[src/rtl/fetch_sequencer.sv]
// Multi-cycle instruction fetch controller: owns the PC, drives the
// imem req/gnt/rvalid port and holds each fetched word for decode.
module fetch_sequencer #(
  parameter logic [31:0] RESET_PC = 32'h0000_0000,
  parameter int          CNT_W    = 32
) (
  input  logic             clk,
  input  logic             reset,
  output logic             imem_req_o,
  output logic [31:0]      imem_addr_o,
  input  logic             imem_gnt_i,
  input  logic             imem_rvalid_i,
  input  logic [31:0]      imem_rdata_i,
  output logic [31:0]      instr_o,
  output logic             instr_valid_o,
  output logic [31:0]      pc_o,
  input  logic             instr_ack_i,
  input  logic [31:0]      next_pc_i,
  output logic             illegal_instr_o,
  output logic             misaligned_pc_o,
  output logic             halted_o,
  output logic [CNT_W-1:0] instret_o
);

  typedef enum logic [2:0] {
    IDLE,
    REQ,
    WAIT,
    VALID,
    HALT
  } state_t;

  state_t             state_q, state_d;
  logic [31:0]        pc_q, pc_d;
  logic [31:0]        instr_q, instr_d;
  logic [CNT_W-1:0]   instret_q, instret_d;
  logic               ill_q, ill_d;
  logic               mis_q, mis_d;
  logic               op_ok;
  logic [6:0]         op;

  assign op = imem_rdata_i[6:0];

  always_comb begin
    op_ok = 1'b0;
    unique case (1'b1)
      op == 7'b0110011,
      op == 7'b0000011,
      op == 7'b0010011,
      op == 7'b1100111,
      op == 7'b0100011,
      op == 7'b1100011,
      op == 7'b0010111,
      op == 7'b0110111,
      op == 7'b1101111: op_ok = 1'b1;
      default:          op_ok = 1'b0;
    endcase
  end

  always_comb begin
    state_d   = state_q;
    pc_d      = pc_q;
    instr_d   = instr_q;
    instret_d = instret_q;
    ill_d     = ill_q;
    mis_d     = mis_q;
    unique case (state_q)
      IDLE: state_d = REQ;
      REQ: begin
        if (imem_gnt_i) state_d = WAIT;
      end
      WAIT: begin
        if (imem_rvalid_i) begin
          instr_d = imem_rdata_i;
          if (op_ok) begin
            state_d = VALID;
          end else begin
            state_d = HALT;
            ill_d   = 1'b1;
          end
        end
      end
      VALID: begin
        if (instr_ack_i) begin
          // retires even when the redirect target faults
          instret_d = instret_q + CNT_W'(1);
          if (next_pc_i[1:0] == 2'b00) begin
            pc_d    = next_pc_i;
            state_d = REQ;
          end else begin
            mis_d   = 1'b1;
            state_d = HALT;
          end
        end
      end
      HALT: state_d = HALT;
      default: state_d = IDLE;
    endcase
  end

  always_ff @(posedge clk) begin
    if (reset) begin
      state_q   <= IDLE;
      pc_q      <= RESET_PC;
      instr_q   <= '0;
      instret_q <= '0;
      ill_q     <= 1'b0;
      mis_q     <= 1'b0;
    end else begin
      state_q   <= state_d;
      pc_q      <= pc_d;
      instr_q   <= instr_d;
      instret_q <= instret_d;
      ill_q     <= ill_d;
      mis_q     <= mis_d;
    end
  end

  assign imem_req_o      = (state_q == REQ);
  assign imem_addr_o     = pc_q;
  assign instr_o         = instr_q;
  assign instr_valid_o   = (state_q == VALID);
  assign pc_o            = pc_q;
  assign illegal_instr_o = ill_q;
  assign misaligned_pc_o = mis_q;
  assign halted_o        = (state_q == HALT);
  assign instret_o       = instret_q;

endmodule

[config.mk]
export PLATFORM = sky130hd
export DESIGN_NAME = fetch_sequencer
export DESIGN_NICKNAME = d
export VERILOG_FILES = /design/src/rtl/fetch_sequencer.sv
export SDC_FILE = /design/constraint.sdc
export NUM_CORES = 1
export LEC_CHECK = 0
export ABC_CLOCK_PERIOD_IN_PS = 1600
export BUFFER_PORTS_ARGS = -buffer_cell sky130_fd_sc_hd__buf_2
export CAP_MARGIN = 5
export CORE_MARGIN = 5
export CORE_UTILIZATION = 44
export CTS_BUF_LIST = sky130_fd_sc_hd__clkbuf_4 sky130_fd_sc_hd__clkbuf_8
export CTS_CLUSTER_DIAMETER = 40
export CTS_CLUSTER_SIZE = 10
export DETAILED_ROUTE_END_ITERATION = 6
export PLACE_DENSITY = 0.79
export SLEW_MARGIN = 20
export SYNTH_ARGS = -nofsm -noshare
export SYNTH_HDL_FRONTEND = slang
export SYNTH_SLANG_ARGS = --single-unit
export TNS_END_PERCENT = 10
[constraint.sdc]
create_clock -name clk -period 1.6 [get_ports clk]
set_input_delay 0.16 -clock clk [delete_from_list [all_inputs] [get_ports clk]]
set_output_delay 0.16 -clock clk [all_outputs]
set_load 0.01 [all_outputs]
==> out/metrics.csv <==
metric,value,unit
rsz0062_at_grt,true,
arrival,1930,ps
ys.warnings.count,0,
min-delay-start,imem_rdata_i[15],
syn_avg_cell_area,8.09,sq um
ys_async_sr_fraction,0,%
final-hold-violation-count,0,
clk_latency,350,ps
clock_skew,12.1,ps
grt_use_met3,4.35,%
gp_congestion,0.837,
fin_crit_sh,103,%
routedWlPerCell,14.6,um
vias,4493,
r2r_end,instret_o[27],
final.min_clock_period,1640,ps
cellPowerDensity,796,nW/um^2
cpMaxStageDelayCell,or4_1,
hold_depth,3,
vias_per_cell,5.12,
core.rowCount,36,
synth_cell_types,44,
die-area,12000,sq um
synth.cell_area,4370,sq um
setup_viol_count_final,7,
drt_pass1_iterations,4,
slowest_delay,420,ps
ys_ff_latch,101,
end_kind,flop,
track_usage,20.2,%
cts_tree,built,
cts_root_buffer,clkbuf_8,
final_area,5940,sq um
r2r_cells,6,
synth-edff-count,0,
final_nets,809,
io_pins,202,
p_leak,2.66,nW
cp_data_required_time,1890,ps
start_kind,flop,
diodes,0,
synth-seq-area-share,46.3,%
hold_path_end,instr_o[15],
core,9730,sq um
synth-compound-area-share,15.0,%
layout_common_cells,"buf_2, nand2_1, dfxtp_1",
hpwlAfterDp,9410,um
dp_cells,853,
clkTransAtPathRegs,100,ps
io_buffers,201,
crit_buf_inv,2,
worst_pin_slew,411,ps
first_iter_violations,289,
status,finished with violations,
syn_inst,540,
grt_max_degree,49,
hp-class,in2reg,
cp_top_family,simple AND/OR/NAND/NOR gates,
grt_pass1_vias,4218,
power,4.72,mW
timing.fmax,609,MHz
synthFlopType,dfxtp_1,
grt_pass1_wl,19600,um
drv_slew,0,
start_util,44.9,%
synth-simple-area-share,26.3,%
synth-xor-area-share,1.80,%
drive_gt1_share,41.7,%
grt_busiest_layer,met2,
r2r_setup_slack,-40,ps
antenna_found_initial,0,
utilization,61.0,%
finalSetupTns,-163,ps
synthMuxAreaShare,0.745,%
clk_path_buf_depth,2,
path_common_cell,buf_6,
synth_top_family_by_area,simple AND/OR/NAND/NOR gates,
ant_nets,0,
synth_adder_area_share,0.286,%
irDropWorstVdd,0.533,mV
htreeDepth,3,
drv_cap,0,
drc,0,
worstPathCellList,buf_6 > and4_4 > nand4_1 > buf_6 > or4_1 > a21oi_1,
grt.met2_usage,35.0,%
mostFrequentLayoutCell,buf_2,
setup_ws,-41.7,ps
use_met1,24.5,%
wl,12800,um
numCtsBuffers,9,
final_cells,877,
hold_slack,29.7,ps
worstPathMaxFanout,5,
violations,setup timing,
synth_fp_nets,610,
worstSetupPathType,reg2reg,
areaGrowthSynthToFinish,35.9,%
chipWidth,110,um
placed_area,5600,sq um
worstReg2RegStart,instret_o[0],
clock-sinks,101,
grt_overflow,0,
nFillCells,892,
dp_slack,-101,ps
relSlewSlack,71.9,%
dieHeight,110,um
[final cells by class]
cell class / instances / area [sq um] / area share [%]
sequential: 101 / 2040 / 34.4
clock buffer: 12 / 146 / 2.47
tap: 133 / 166 / 2.80
clock inverter: 4 / 25.0 / 0.421
multi-input combinational: 366 / 2010 / 33.9
timing repair buffer: 257 / 1530 / 25.8
inverter: 4 / 15.0 / 0.253
[layer usage]
layer,share of wire [%],vias up
li1,-,2221
met1,41,2113
met2,51,147
met3,6.4,12
met4,1.3,0
met5,0,-
[synth_stat cells (all sizes together), types with 3 or more instances]
library cell / number / share of area, %
or4: 17 / 2.9
nand2b: 4 / 0.57
nand3: 10 / 1.1
o31ai: 17 / 2.9
and2: 4 / 0.57
clkbuf: 25 / 2.1
dfxtp: 101 / 46
xor2: 6 / 1.2
xnor2: 3 / 0.60
inv: 4 / 0.34
nor2b: 5 / 0.72
a21oi: 87 / 10
nand2: 140 / 12
o21ai: 7 / 0.80
buf: 44 / 7.1
nor2: 16 / 1.4
nor3b: 5 / 0.86
nand4: 13 / 2.3
and4: 7 / 1.5
[worst min-delay path: cells and delay by family]
| family | cells | cell delay [ps] |
|---|---|---|
| buffers and inverters | 1 | 90 |
| AO/OA/AOI/OAI | 1 | 50 |
| AND/OR/NAND/NOR | 1 | 40 |
[registers in the layout, summed over array words and instances (netlist names)]
register,flops
illegal_instr_o,1
instr_o,32
state_q,3
instret_o,32
misaligned_pc_o,1
imem_addr_o,32
[worst max-delay path by stage]
stage / start / end / slack, ps / depth (start not counted)
after floorplan: instret_o[14] / instret_o[22] / -0.6 / 5
after global placement: instret_o[0] / instret_o[30] / -60 / 5
after detailed placement: instret_o[1] / instret_o[28] / -100 / 5
after CTS: instret_o[1] / instret_o[30] / -20 / 5
after global routing: instret_o[1] / instret_o[24] / -120 / 5
final: instret_o[0] / instret_o[27] / -40 / 6
[what timing repair did]
| item | 4_1_cts | 5_1_grt |
|---|---|---|
| endpoints found under the setup margin | 23 | 57 |
| resized for setup | 12 | 15 |
| setup buffers | 5 | 1 |
| cloned | 1 | 1 |
| hold endpoints to repair | 0 | 0 |
| pin swaps | 12 | 8 |
| hold buffers | 0 | 0 |
[logic make-up after synthesis]
| group | count (synthesis) |
|---|---|
| and+or+nand+nor | 235 |
| AOI/OAI and AO/OA | 118 |
| DFF | 101 |
| buffers and inverters | 73 |
| xor gates and xnor gates | 9 |
| muxes | 3 |
| adders and majority gates | 1 |
[power breakdown]
part           total [mW]  switching (mW)  leakage (nW)  internal [mW]
clock                1.46           0.850        0.0866          0.615
sequential           2.62          0.0403         0.821           2.58
combinational       0.642           0.355          1.75          0.286
total                4.72            1.25          2.66           3.48
Power figures use the tool's default switching activity.
